===== src/rtl/fsb_axil_pkt_bridge_if.sv =====
// AXI-Lite host-side bus of the FSB packet bridge (32-bit data, single outstanding
// transaction per direction). The host drives the master modport; the bridge takes the slave.
interface fsb_axil_pkt_bridge_if;
  logic        s_awvalid;
  logic [31:0] s_awaddr;
  logic        s_awready;
  logic        s_wvalid;
  logic [31:0] s_wdata;
  logic [3:0]  s_wstrb;
  logic        s_wready;
  logic        s_bvalid;
  logic [1:0]  s_bresp;
  logic        s_bready;
  logic        s_arvalid;
  logic [31:0] s_araddr;
  logic        s_arready;
  logic        s_rvalid;
  logic [31:0] s_rdata;
  logic [1:0]  s_rresp;
  logic        s_rready;

  modport master (
    output s_awvalid, s_awaddr, s_wvalid, s_wdata, s_wstrb, s_bready,
    output s_arvalid, s_araddr, s_rready,
    input  s_awready, s_wready, s_bvalid, s_bresp,
    input  s_arready, s_rvalid, s_rdata, s_rresp
  );

  modport slave (
    input  s_awvalid, s_awaddr, s_wvalid, s_wdata, s_wstrb, s_bready,
    input  s_arvalid, s_araddr, s_rready,
    output s_awready, s_wready, s_bvalid, s_bresp,
    output s_arready, s_rvalid, s_rdata, s_rresp
  );
endinterface


===== src/rtl/fsb_axil_pkt_bridge.sv =====
// AXI-Lite slave that assembles host writes into FSB packets (TX FIFO) and lets the
// host drain FSB packets (RX FIFO) through three-word register windows.
module fsb_axil_pkt_bridge #(
  parameter int tx_els_p    = 16,
  parameter int rx_els_p    = 16,
  parameter int fsb_width_p = 80
) (
  input  logic                   clk,
  input  logic                   pipe_rst_n,
  fsb_axil_pkt_bridge_if.slave   axil,
  output logic                   fsb_v_o,
  output logic [fsb_width_p-1:0] fsb_data_o,
  input  logic                   fsb_ready_i,
  input  logic                   fsb_v_i,
  input  logic [fsb_width_p-1:0] fsb_data_i,
  output logic                   fsb_ready_o
);
  localparam int tx_ptr_w_lp = $clog2(tx_els_p);
  localparam int tx_cnt_w_lp = tx_ptr_w_lp + 1;
  localparam int rx_ptr_w_lp = $clog2(rx_els_p);
  localparam int rx_cnt_w_lp = rx_ptr_w_lp + 1;
  localparam int hi_w_lp     = fsb_width_p - 64;

  typedef enum logic {W_IDLE, W_RESP} w_state_e;
  typedef enum logic {R_IDLE, R_DATA} r_state_e;

  w_state_e                r_w_state;
  r_state_e                r_r_state;
  logic                    r_live;
  logic                    r_bvalid;
  logic                    r_arready;
  logic                    r_rvalid;
  logic [31:0]             r_rdata;
  logic [31:0]             r_tx0;
  logic [31:0]             r_tx1;
  logic                    r_tx_ovf;
  logic                    r_rx_udf;

  logic [fsb_width_p-1:0]  r_tx_mem [tx_els_p];
  logic [tx_ptr_w_lp-1:0]  r_tx_wr;
  logic [tx_ptr_w_lp-1:0]  r_tx_rd;
  logic [tx_cnt_w_lp-1:0]  r_tx_cnt;
  logic                    r_tx_v;

  logic [fsb_width_p-1:0]  r_rx_mem [rx_els_p];
  logic [rx_ptr_w_lp-1:0]  r_rx_wr;
  logic [rx_ptr_w_lp-1:0]  r_rx_rd;
  logic [rx_cnt_w_lp-1:0]  r_rx_cnt;
  logic                    r_rx_ready;

  logic                    w_wr_hs;
  logic                    w_rd_hs;
  logic [3:0]              w_wr_idx;
  logic [3:0]              w_rd_idx;
  logic                    w_tx_full;
  logic                    w_tx_push;
  logic                    w_tx_pop;
  logic [tx_cnt_w_lp-1:0]  w_tx_cnt_nxt;
  logic [tx_cnt_w_lp-1:0]  w_tx_vac;
  logic                    w_rx_empty;
  logic                    w_rx_push;
  logic                    w_rx_pop;
  logic [rx_cnt_w_lp-1:0]  w_rx_cnt_nxt;
  logic [fsb_width_p-1:0]  w_rx_head;
  logic                    w_sts_wr;
  logic                    w_tx_ovf_set;
  logic                    w_rx_udf_set;
  logic [31:0]             w_rd_data;
  logic                    w_unused_ok;

  // Write address/data are taken together in one cycle; r_live masks the cycle leaving reset.
  assign w_wr_hs   = r_live & (r_w_state == W_IDLE) & axil.s_awvalid & axil.s_wvalid;
  assign w_rd_hs   = r_arready & axil.s_arvalid;
  assign w_wr_idx  = axil.s_awaddr[5:2];
  assign w_rd_idx  = axil.s_araddr[5:2];

  assign w_tx_full    = (r_tx_cnt == tx_cnt_w_lp'(tx_els_p));
  assign w_tx_push    = w_wr_hs & (w_wr_idx == 4'd2) & ~w_tx_full;
  assign w_tx_pop     = r_tx_v & fsb_ready_i;
  assign w_tx_cnt_nxt = r_tx_cnt + tx_cnt_w_lp'(w_tx_push) - tx_cnt_w_lp'(w_tx_pop);
  assign w_tx_vac     = tx_cnt_w_lp'(tx_els_p) - r_tx_cnt;

  assign w_rx_empty   = (r_rx_cnt == {rx_cnt_w_lp{1'b0}});
  assign w_rx_push    = fsb_v_i & r_rx_ready;
  assign w_rx_pop     = w_rd_hs & (w_rd_idx == 4'd5) & ~w_rx_empty;
  assign w_rx_cnt_nxt = r_rx_cnt + rx_cnt_w_lp'(w_rx_push) - rx_cnt_w_lp'(w_rx_pop);
  assign w_rx_head    = r_rx_mem[r_rx_rd];

  assign w_sts_wr     = w_wr_hs & (w_wr_idx == 4'd8);
  assign w_tx_ovf_set = w_wr_hs & (w_wr_idx == 4'd2) & w_tx_full;
  assign w_rx_udf_set = w_rd_hs & (w_rd_idx == 4'd5) & w_rx_empty;

  assign axil.s_awready = w_wr_hs;
  assign axil.s_wready  = w_wr_hs;
  assign axil.s_bvalid  = r_bvalid;
  assign axil.s_bresp   = 2'b00;
  assign axil.s_arready = r_arready;
  assign axil.s_rvalid  = r_rvalid;
  assign axil.s_rdata   = r_rdata;
  assign axil.s_rresp   = 2'b00;

  assign fsb_v_o     = r_tx_v;
  assign fsb_data_o  = r_tx_v ? r_tx_mem[r_tx_rd] : {fsb_width_p{1'b0}};
  assign fsb_ready_o = r_rx_ready;

  assign w_unused_ok = ^{axil.s_awaddr[31:6], axil.s_awaddr[1:0], axil.s_araddr[31:6],
                         axil.s_araddr[1:0], axil.s_wstrb};

  // Read-data selection from pre-cycle FIFO and status state.
  always_comb begin
    w_rd_data = 32'h0000_0000;
    case (w_rd_idx)
      4'd3:    w_rd_data = w_rx_empty ? 32'h0000_0000 : w_rx_head[31:0];
      4'd4:    w_rd_data = w_rx_empty ? 32'h0000_0000 : w_rx_head[63:32];
      4'd5:    w_rd_data = w_rx_empty ? 32'h0000_0000 : 32'(w_rx_head[fsb_width_p-1:64]);
      4'd6:    w_rd_data = 32'(w_tx_vac);
      4'd7:    w_rd_data = 32'(r_rx_cnt);
      4'd8:    w_rd_data = {30'd0, r_rx_udf, r_tx_ovf};
      default: w_rd_data = 32'h0000_0000;
    endcase
  end

  // Write FSM: one-cycle accept, then hold the response until the host takes it.
  always_ff @(posedge clk or negedge pipe_rst_n) begin
    if (!pipe_rst_n) begin
      r_w_state <= W_IDLE;
      r_bvalid  <= 1'b0;
    end else begin
      case (r_w_state)
        W_IDLE: begin
          if (w_wr_hs) begin
            r_w_state <= W_RESP;
            r_bvalid  <= 1'b1;
          end
        end
        W_RESP: begin
          if (axil.s_bready) begin
            r_w_state <= W_IDLE;
            r_bvalid  <= 1'b0;
          end
        end
        default: begin
          r_w_state <= W_IDLE;
          r_bvalid  <= 1'b0;
        end
      endcase
    end
  end

  // Read FSM: capture data on the ar handshake and hold it until rready.
  always_ff @(posedge clk or negedge pipe_rst_n) begin
    if (!pipe_rst_n) begin
      r_r_state <= R_IDLE;
      r_arready <= 1'b0;
      r_rvalid  <= 1'b0;
      r_rdata   <= 32'h0000_0000;
    end else begin
      case (r_r_state)
        R_IDLE: begin
          if (w_rd_hs) begin
            r_r_state <= R_DATA;
            r_arready <= 1'b0;
            r_rvalid  <= 1'b1;
            r_rdata   <= w_rd_data;
          end else begin
            r_arready <= 1'b1;
          end
        end
        R_DATA: begin
          if (axil.s_rready) begin
            r_r_state <= R_IDLE;
            r_arready <= 1'b1;
            r_rvalid  <= 1'b0;
          end
        end
        default: begin
          r_r_state <= R_IDLE;
          r_arready <= 1'b0;
          r_rvalid  <= 1'b0;
        end
      endcase
    end
  end

  // Staging words, sticky status and FIFO bookkeeping.
  always_ff @(posedge clk or negedge pipe_rst_n) begin
    if (!pipe_rst_n) begin
      r_live     <= 1'b0;
      r_tx0      <= 32'h0000_0000;
      r_tx1      <= 32'h0000_0000;
      r_tx_ovf   <= 1'b0;
      r_rx_udf   <= 1'b0;
      r_tx_wr    <= {tx_ptr_w_lp{1'b0}};
      r_tx_rd    <= {tx_ptr_w_lp{1'b0}};
      r_tx_cnt   <= {tx_cnt_w_lp{1'b0}};
      r_tx_v     <= 1'b0;
      r_rx_wr    <= {rx_ptr_w_lp{1'b0}};
      r_rx_rd    <= {rx_ptr_w_lp{1'b0}};
      r_rx_cnt   <= {rx_cnt_w_lp{1'b0}};
      r_rx_ready <= 1'b0;
    end else begin
      r_live <= 1'b1;
      if (w_wr_hs && (w_wr_idx == 4'd0)) r_tx0 <= axil.s_wdata;
      if (w_wr_hs && (w_wr_idx == 4'd1)) r_tx1 <= axil.s_wdata;
      // A set in the same cycle as a W1C wins, so no event is lost.
      r_tx_ovf <= w_tx_ovf_set | (r_tx_ovf & ~(w_sts_wr & axil.s_wdata[0]));
      r_rx_udf <= w_rx_udf_set | (r_rx_udf & ~(w_sts_wr & axil.s_wdata[1]));
      if (w_tx_push) r_tx_wr <= r_tx_wr + tx_ptr_w_lp'(1'b1);
      if (w_tx_pop)  r_tx_rd <= r_tx_rd + tx_ptr_w_lp'(1'b1);
      r_tx_cnt   <= w_tx_cnt_nxt;
      r_tx_v     <= (w_tx_cnt_nxt != {tx_cnt_w_lp{1'b0}});
      if (w_rx_push) r_rx_wr <= r_rx_wr + rx_ptr_w_lp'(1'b1);
      if (w_rx_pop)  r_rx_rd <= r_rx_rd + rx_ptr_w_lp'(1'b1);
      r_rx_cnt   <= w_rx_cnt_nxt;
      r_rx_ready <= (w_rx_cnt_nxt != rx_cnt_w_lp'(rx_els_p));
    end
  end

  // FIFO storage; contents are only meaningful behind the pointers, so no reset.
  always_ff @(posedge clk) begin
    if (w_tx_push) r_tx_mem[r_tx_wr] <= {axil.s_wdata[hi_w_lp-1:0], r_tx1, r_tx0};
    if (w_rx_push) r_rx_mem[r_rx_wr] <= fsb_data_i;
  end
endmodule


===== src/flat_wrapper.sv =====
// flat-port wrapper written by rule: the top's interface ports become plain ports
module fsb_axil_pkt_bridge_flat 
#(
  parameter int tx_els_p    = 16,
  parameter int rx_els_p    = 16,
  parameter int fsb_width_p = 80
)
  (clk, pipe_rst_n, fsb_v_o, fsb_data_o, fsb_ready_i, fsb_v_i, fsb_data_i, fsb_ready_o, axil_s_awvalid, axil_s_awaddr, axil_s_wvalid, axil_s_wdata, axil_s_wstrb, axil_s_bready, axil_s_arvalid, axil_s_araddr, axil_s_rready, axil_s_awready, axil_s_wready, axil_s_bvalid, axil_s_bresp, axil_s_arready, axil_s_rvalid, axil_s_rdata, axil_s_rresp);
  fsb_axil_pkt_bridge_if axil_i ();
  input  logic clk;
  input  logic pipe_rst_n;
  output logic fsb_v_o;
  output logic [fsb_width_p-1:0] fsb_data_o;
  input  logic fsb_ready_i;
  input  logic fsb_v_i;
  input  logic [fsb_width_p-1:0] fsb_data_i;
  output logic fsb_ready_o;
  input wire logic [$bits(axil_i.s_awvalid)-1:0] axil_s_awvalid;
  input wire logic [$bits(axil_i.s_awaddr)-1:0] axil_s_awaddr;
  input wire logic [$bits(axil_i.s_wvalid)-1:0] axil_s_wvalid;
  input wire logic [$bits(axil_i.s_wdata)-1:0] axil_s_wdata;
  input wire logic [$bits(axil_i.s_wstrb)-1:0] axil_s_wstrb;
  input wire logic [$bits(axil_i.s_bready)-1:0] axil_s_bready;
  input wire logic [$bits(axil_i.s_arvalid)-1:0] axil_s_arvalid;
  input wire logic [$bits(axil_i.s_araddr)-1:0] axil_s_araddr;
  input wire logic [$bits(axil_i.s_rready)-1:0] axil_s_rready;
  output wire logic [$bits(axil_i.s_awready)-1:0] axil_s_awready;
  output wire logic [$bits(axil_i.s_wready)-1:0] axil_s_wready;
  output wire logic [$bits(axil_i.s_bvalid)-1:0] axil_s_bvalid;
  output wire logic [$bits(axil_i.s_bresp)-1:0] axil_s_bresp;
  output wire logic [$bits(axil_i.s_arready)-1:0] axil_s_arready;
  output wire logic [$bits(axil_i.s_rvalid)-1:0] axil_s_rvalid;
  output wire logic [$bits(axil_i.s_rdata)-1:0] axil_s_rdata;
  output wire logic [$bits(axil_i.s_rresp)-1:0] axil_s_rresp;
  assign axil_i.s_awvalid = axil_s_awvalid;
  assign axil_i.s_awaddr = axil_s_awaddr;
  assign axil_i.s_wvalid = axil_s_wvalid;
  assign axil_i.s_wdata = axil_s_wdata;
  assign axil_i.s_wstrb = axil_s_wstrb;
  assign axil_i.s_bready = axil_s_bready;
  assign axil_i.s_arvalid = axil_s_arvalid;
  assign axil_i.s_araddr = axil_s_araddr;
  assign axil_i.s_rready = axil_s_rready;
  assign axil_s_awready = axil_i.s_awready;
  assign axil_s_wready = axil_i.s_wready;
  assign axil_s_bvalid = axil_i.s_bvalid;
  assign axil_s_bresp = axil_i.s_bresp;
  assign axil_s_arready = axil_i.s_arready;
  assign axil_s_rvalid = axil_i.s_rvalid;
  assign axil_s_rdata = axil_i.s_rdata;
  assign axil_s_rresp = axil_i.s_rresp;
  fsb_axil_pkt_bridge #(.tx_els_p(tx_els_p), .rx_els_p(rx_els_p), .fsb_width_p(fsb_width_p)) u_core (.clk(clk), .pipe_rst_n(pipe_rst_n), .axil(axil_i), .fsb_v_o(fsb_v_o), .fsb_data_o(fsb_data_o), .fsb_ready_i(fsb_ready_i), .fsb_v_i(fsb_v_i), .fsb_data_i(fsb_data_i), .fsb_ready_o(fsb_ready_o));
endmodule

===== config.mk =====
export PLATFORM = sky130hd
export DESIGN_NAME = fsb_axil_pkt_bridge_flat
export DESIGN_NICKNAME = d
export VERILOG_FILES = /design/src/rtl/fsb_axil_pkt_bridge_if.sv /design/src/rtl/fsb_axil_pkt_bridge.sv /design/src/flat_wrapper.sv
export SDC_FILE = /design/constraint.sdc
export NUM_CORES = 2
export LEC_CHECK = 0
export ABC_AREA = 0
export ABC_CLOCK_PERIOD_IN_PS = 17100
export CELL_PAD_IN_SITES_DETAIL_PLACEMENT = 1
export CELL_PAD_IN_SITES_GLOBAL_PLACEMENT = 1
export CORE_MARGIN = 2
export CORE_UTILIZATION = 40
export CTS_CLUSTER_DIAMETER = 100
export DETAILED_ROUTE_END_ITERATION = 10
export GPL_TIMING_DRIVEN = 0
export MAX_ROUTING_LAYER = met4
export PLACE_DENSITY_LB_ADDON = 0.1
export SYNTH_ARGS = -nofsm -noshare
export SYNTH_HDL_FRONTEND = slang
export SYNTH_SLANG_ARGS = --single-unit

===== constraint.sdc =====
create_clock -name clk -period 17.1 [get_ports clk]
set_clock_uncertainty 0.05 [all_clocks]
set_input_delay 1.71 -clock clk [delete_from_list [all_inputs] [get_ports clk]]
set_output_delay 1.71 -clock clk [all_outputs]
set_load 0.05 [all_outputs]

Word level (Yosys, flattened, before mapping)
Memory sizes are Yosys's and may differ from the RTL's.
Cells that the tools add are included.
{ "word_totals": {"reg_bits": 132, "ram_bits": 2560, "inputBits": 189, "output_inout_bits": 123, "wordCells": 102, "mem_count": 2} }
{ "classes": {"add_sub_neg": 9, "eq_ne": 15, "muxes": 24, "bitwise": 25, "n_reduce_logical": 8} }
{ "mem_list": {"columns": ["memory", "words", "word_bits", "rd", "rd_ports_with_merged_regs", "wr", "line", "text"], "rows": [
  ["u_core.r_rx_mem", 16, 80, 1, 0, 1, "fsb_axil_pkt_bridge.sv:45", "logic [fsb_width_p-1:0] r_rx_mem [rx_els_p];"],
  ["u_core.r_tx_mem", 16, 80, 1, 0, 1, "fsb_axil_pkt_bridge.sv:39", "logic [fsb_width_p-1:0] r_tx_mem [tx_els_p];"]
]} }
{ "ops": {"columns": ["op", "count"], "rows": [
  ["32-bit one-hot mux with 6 select lines", 1],
  ["80-bit 2-to-1 mux", 1],
  ["32-bit 2-to-1 mux", 2],
  ["1-bit AND", 17],
  ["4-bit by 1-bit adder with 4-bit output (second input constant)", 4],
  ["4-bit by 3-bit equality test with 1-bit output (second input constant)", 4],
  ["16-bit 2-to-1 mux", 1],
  ["1-bit 2-to-1 mux", 14],
  ["5-bit by 1-bit adder with 5-bit output", 2],
  ["1-bit one-hot mux with 2 select lines", 5],
  ["5-bit by 1-bit subtractor with 5-bit output", 2],
  ["4-bit by 2-bit equality test with 1-bit output (second input constant)", 2],
  ["4-bit equality test (second input constant)", 2],
  ["1-bit inverter", 6],
  ["2-bit AND reduction", 3],
  ["5-bit equality test (second input constant)", 1],
  ["5-bit logical NOT", 1],
  ["5-bit inequality test (second input constant)", 1],
  ["5-bit nonzero test", 1],
  ["5-bit subtractor (first input constant)", 1],
  ["4-bit by 1-bit equality test with 1-bit output (second input constant)", 1],
  ["4-bit logical NOT", 1],
  ["2-bit by 1-bit inequality test with 1-bit output (second input constant)", 2],
  ["2-bit inequality test (second input constant)", 2],
  ["other kinds (2)", 4]
]} }

Logic depth before layout (Yosys ltp)
{ "depth": {"depth_word": 9, "mapped_depth": 13} }

Least setup slack after synthesis
OpenSTA, ideal clock, no wires.
{ "synth_path": {"path_type": "input to register", "from": "input port axil_s_wvalid", "to": "memory u_core.r_tx_mem[3][0] (enable)", "setup_time_ps": 616, "t_arrival_ps": 8284, "required_ps": 16434, "path_slack_ps": 8150, "path_stages": 5, "cell_sequence": "nand4b_1 > or4_1 > nor3b_4 > nand2_1 > nor3_1"} }
{ "synth_between": {"elab_chain_cells": 5} }
{ "synth_lines": {"columns": ["element", "line", "text"], "rows": [
  ["from (decl)", "flat_wrapper.sv:20", "input wire logic [$bits(axil_i.s_wvalid)-1:0] axil_s_wvalid;"],
  ["1-bit AND", "fsb_axil_pkt_bridge.sv:72", "assign w_wr_hs = r_live & (r_w_state == W_IDLE) & axil.s_awvalid & axil.s_wvalid;"],
  ["1-bit AND (2 in a row)", "fsb_axil_pkt_bridge.sv:78", "assign w_tx_push = w_wr_hs & (w_wr_idx == 4'd2) & ~w_tx_full;"],
  ["via u_core.w_tx_push", "fsb_axil_pkt_bridge.sv:56", "logic w_tx_push;"],
  ["1-bit 2-to-1 mux", "fsb_axil_pkt_bridge.sv:221", "if (w_tx_push) r_tx_mem[r_tx_wr] <= {axil.s_wdata[hi_w_lp-1:0], r_tx1, r_tx0};"],
  ["1-bit 2-to-1 mux (not written as such)", "fsb_axil_pkt_bridge.sv:221", null],
  ["to (decl)", "fsb_axil_pkt_bridge.sv:39", null]
]} }
The timed path passes the listed nets, and every way through them passes these cells.

Worst setup path after layout
{ "layout_path": {"from": "register u_core.r_tx_rd[1]", "to": "output port fsb_data_o[62]"} }
{ "layout_between": {"elab_chain_cells": 2} }
{ "layout_lines": {"columns": ["element", "line", "text"], "rows": [
  ["from (decl)", "fsb_axil_pkt_bridge.sv:41", "logic [tx_ptr_w_lp-1:0] r_tx_rd;"],
  ["from (signal assigned)", "fsb_axil_pkt_bridge.sv:194", "r_tx_rd <= {tx_ptr_w_lp{1'b0}};"],
  ["from (signal assigned)", "fsb_axil_pkt_bridge.sv:209", "if (w_tx_pop) r_tx_rd <= r_tx_rd + tx_ptr_w_lp'(1'b1);"],
  ["memory read 16 x 80 bit", null, null],
  ["80-bit 2-to-1 mux", "fsb_axil_pkt_bridge.sv:103", "assign fsb_data_o = r_tx_v ? r_tx_mem[r_tx_rd] : {fsb_width_p{1'b0}};"],
  ["to (decl)", "flat_wrapper.sv:13", "output logic [fsb_width_p-1:0] fsb_data_o;"]
]} }
Every way passes these cells.

==> out/metrics.yaml <==
clocking:
  cts_sinks: 2692
  clock_latency_ps: 920
  holdBufCountCts: 0
  htree_levels: 5
  numCtsBuffers: 303
  cts.path.max_buffers: 4
  postCtsSetupBuffers: 0
  tritoncts: "built"
  ctsResizeCount: 0
  clock-root-buffer: "clkbuf_16"
  clk_pin_slew_worst_paths_ps: 60
pwr:
  p_switching_mw: 6.57
  seqPwrFrac: 0.385
  intPower_mw: 14.0
  ir_worst_vdd_uv: 119
  p_leak_nw: 39.4
  power_frac_clock: 0.308
  finalPower_mw: 20.5
  combinationalPowerShare: 0.307
  power_density_nw_per_um2: 167
  p_sw_frac: 0.320
logic_synthesis:
  postSynthAreaPerCell_um2: 23.4
  synthesis.area_um2: 103000
  synth_async_sr_flop_share: 0.0490
  syn_inst: 4393
  ys_warn_count: 0
  ys.flop_type: "edfxtp_1"
  ys_seq_area_frac: 0.780
  synth_top_area_frac: 0.748
  synth-seq-cells: 2692
  synth_top_cell_by_area: "edfxtp_1"
  synthTopCellsByArea: "edfxtp_1, mux4_2, dfrtp_1"
  synth_edf_count: 2560
  yosysUniqueCellTypes: 65
timing:
  hold_viol_final: 0
  whs_ps: 429
  fin_crit_ps: 7350
  relSlewSlack: 0.0200
  rsz0062_at_grt: "no"
  post-route-period-util: 0.430
  max_slew.worst_pin.slew_ps: 1470
  drv_slew: 0
  setup_viol: 0
  max_clock_freq_ghz: 0.136
outcome:
  outcome: "complete, no violations"
setup_path:
  cp-end-kind: "primary output"
  cp_top_family: "buffers and inverters"
  crit_path_frequent_cell: "clkbuf_1"
  arrival_ps: 5590
  cp-start-kind: "flop"
  crit_required_ps: 15340
  cp_slowest_cell: "clkbuf_1"
  crit_path_cell_trace: "clkbuf_1 > clkbuf_1 > clkbuf_1 > mux4_2 > mux4_2 > and2_1 > clkdlybuf4s50_1"
  cp_slowest_stage_delay_ps: 980
  cp_num_buf_inv: 4
  worstSetupPathType: "reg2out"
  cp_max_fo: 10
grt:
  antenna_found_initial: 48
  grt_pass1_vias: 53100
  grt_pass1_wl_mm: 435
  grt_max_degree: 68
  grtUsageTotal: 0.248
  overflow: 0
floorplanning:
  dieArea_um2: 261000
  start_util: 0.401
  die_w_um: 511
  ios: 312
  core_um2: 256000
  die_h_um: 511
  placementRows: 186
finish:
  drive_gt1_frac: 0.275
  final_common_cell: "edfxtp_1"
  instances_no_fill: 8797
  final_cell_mix: "edfxtp_1, mux4_2, clkbuf_16, clkdlybuf4s50_1, clkbuf_1"
  fillCellCount: 22800
  fin_nets: 5374
  area_delta_synth_final_pct: 19.5
drt:
  viasPerCell: 5.69
  ant_nets: 0
  first_iter_violations: 5206
  via_count: 50100
  dr.pass1.iters: 6
  wl_mm: 313
  wl_per_cell_um: 35.6
  drc: 0
placement:
  port_buffers: 247
  place_congestion: 0.761
  placedCellCount: 8237
  hpwl_mm: 210
job:
  cap_violations: 0
hold_path:
  hp-class: "reg2reg"
## final timing paths
check | startpoint | depth (start not counted) | to | slack, ps
hold / removal | u_core.r_w_state | 1 | u_core.axil.s_bvalid | 430
max in group asynchronous | pipe_rst_n | 2 | u_core.axil.s_rdata[20] | 15250
min in group asynchronous | pipe_rst_n | 1 | u_core.r_tx1[13] | 720
hold reg to reg | u_core.r_w_state | 1 | u_core.axil.s_bvalid | 430
setup reg to reg | u_core.r_w_state | 9 | u_core.r_tx_mem[1][8] | 12990
setup / recovery | u_core.r_tx_rd[1] | 7 | fsb_data_o[62] | 9750
## registers in the layout (all words and copies together), names as in the netlist
signal,cells
u_core.r_rx_wr,4
u_core.r_rx_udf,1
u_core.fsb_v_o,1
u_core.axil.s_arready,1
u_core.axil.s_rdata,32
u_core.r_tx_mem,1280
u_core.axil.s_rvalid,1
u_core.r_tx_rd,4
u_core.r_live,1
u_core.fsb_ready_o,1
u_core.r_rx_rd,4
u_core.r_rx_mem,1280
u_core.r_tx_wr,4
u_core.r_tx0,32
u_core.r_tx_ovf,1
u_core.r_rx_cnt,5
u_core.r_tx1,32
u_core.axil.s_bvalid,1
u_core.r_tx_cnt,5
u_core.r_w_state,1
u_core.r_r_state,1
## metal layers
metal / vias up / track usage / part of all wire
li1: 20300 / - / -
met1: 27600 / 0.309 / 0.40
met2: 1700 / 0.411 / 0.51
met3: 512 / 0.0470 / 0.060
met4: 0 / 0.0749 / 0.033
met5: - / - / 0
## worst register-to-register path, delay by kind of cell, from the launching register on
family                 cells  cell delay, ps
and+or+nand+nor            5            2550
buffers and inverters      4             820
DFF                        1             400
## stage by stage
stage / TNS, ps / instance area, µm² / util / worst slack (ps)
2_1_floorplan: 0 / 103000 / - / 8150
3_3_place_gp: -914480 / 109000 / 0.427 / -1640
3_5_place_dp: 0 / 113000 / 0.442 / 10600
4_1_cts: 0 / 123000 / 0.479 / 9610
5_1_grt: 0 / 123000 / 0.479 / 9610
6_report: 0 / 123000 / 0.479 / 9750
## synth_stat cells, drive strengths merged (33+ instances only)
cell type     n
and2         96
dfrtp       132
mux4        694
o21ai        33
clkbuf      112
nand2        63
mux2         69
edfxtp     2560
mux2i        93
nor2         38
buf         126
a22oi        69
## power by group through the flow
| stage | Sequential (mW) | Clock (mW) | Combinational [mW] |
|---|---|---|---|
| final | 7.90 | 6.33 | 6.30 |
| after global routing | 7.94 | 6.68 | 6.61 |
| after CTS | 7.91 | 6.45 | 6.45 |
| after detailed placement | 8.04 | 0 | 6.43 |
| after global placement | 8.16 | 0 | 6.22 |
| after floorplan | 8.06 | 0 | 3.86 |
## final cells by class
| class | instances | area, µm² | share of cell area |
|---|---|---|---|
| plain buffers | 238 | 1200 | 0.00980 |
| clock buffers | 423 | 8370 | 0.0682 |
| multi-input cells | 1442 | 21500 | 0.175 |
| repair buffers | 457 | 5960 | 0.0486 |
| diodes | 33 | 82.6 | 0.000673 |
| well taps | 3384 | 4230 | 0.0345 |
| flip-flops and latches | 2692 | 80200 | 0.653 |
| clock inverters | 104 | 1100 | 0.00895 |
| inverters | 24 | 90.1 | 0.000734 |
## kinds of logic (layout without fill, tap and decap cells)
group	after synthesis	after routing	share of synthesized area
flops	2692	2692	0.780
mux	856	856	0.169
simple gates	298	298	0.0160
buf+inv	262	1246	0.0125
compound gates	234	234	0.0169
fa+ha+maj	27	27	0.00343
xor+xnor	22	22	0.00188
other cells	2	38	0.0000731
Note: power is estimated with default switching activity, not from simulation.
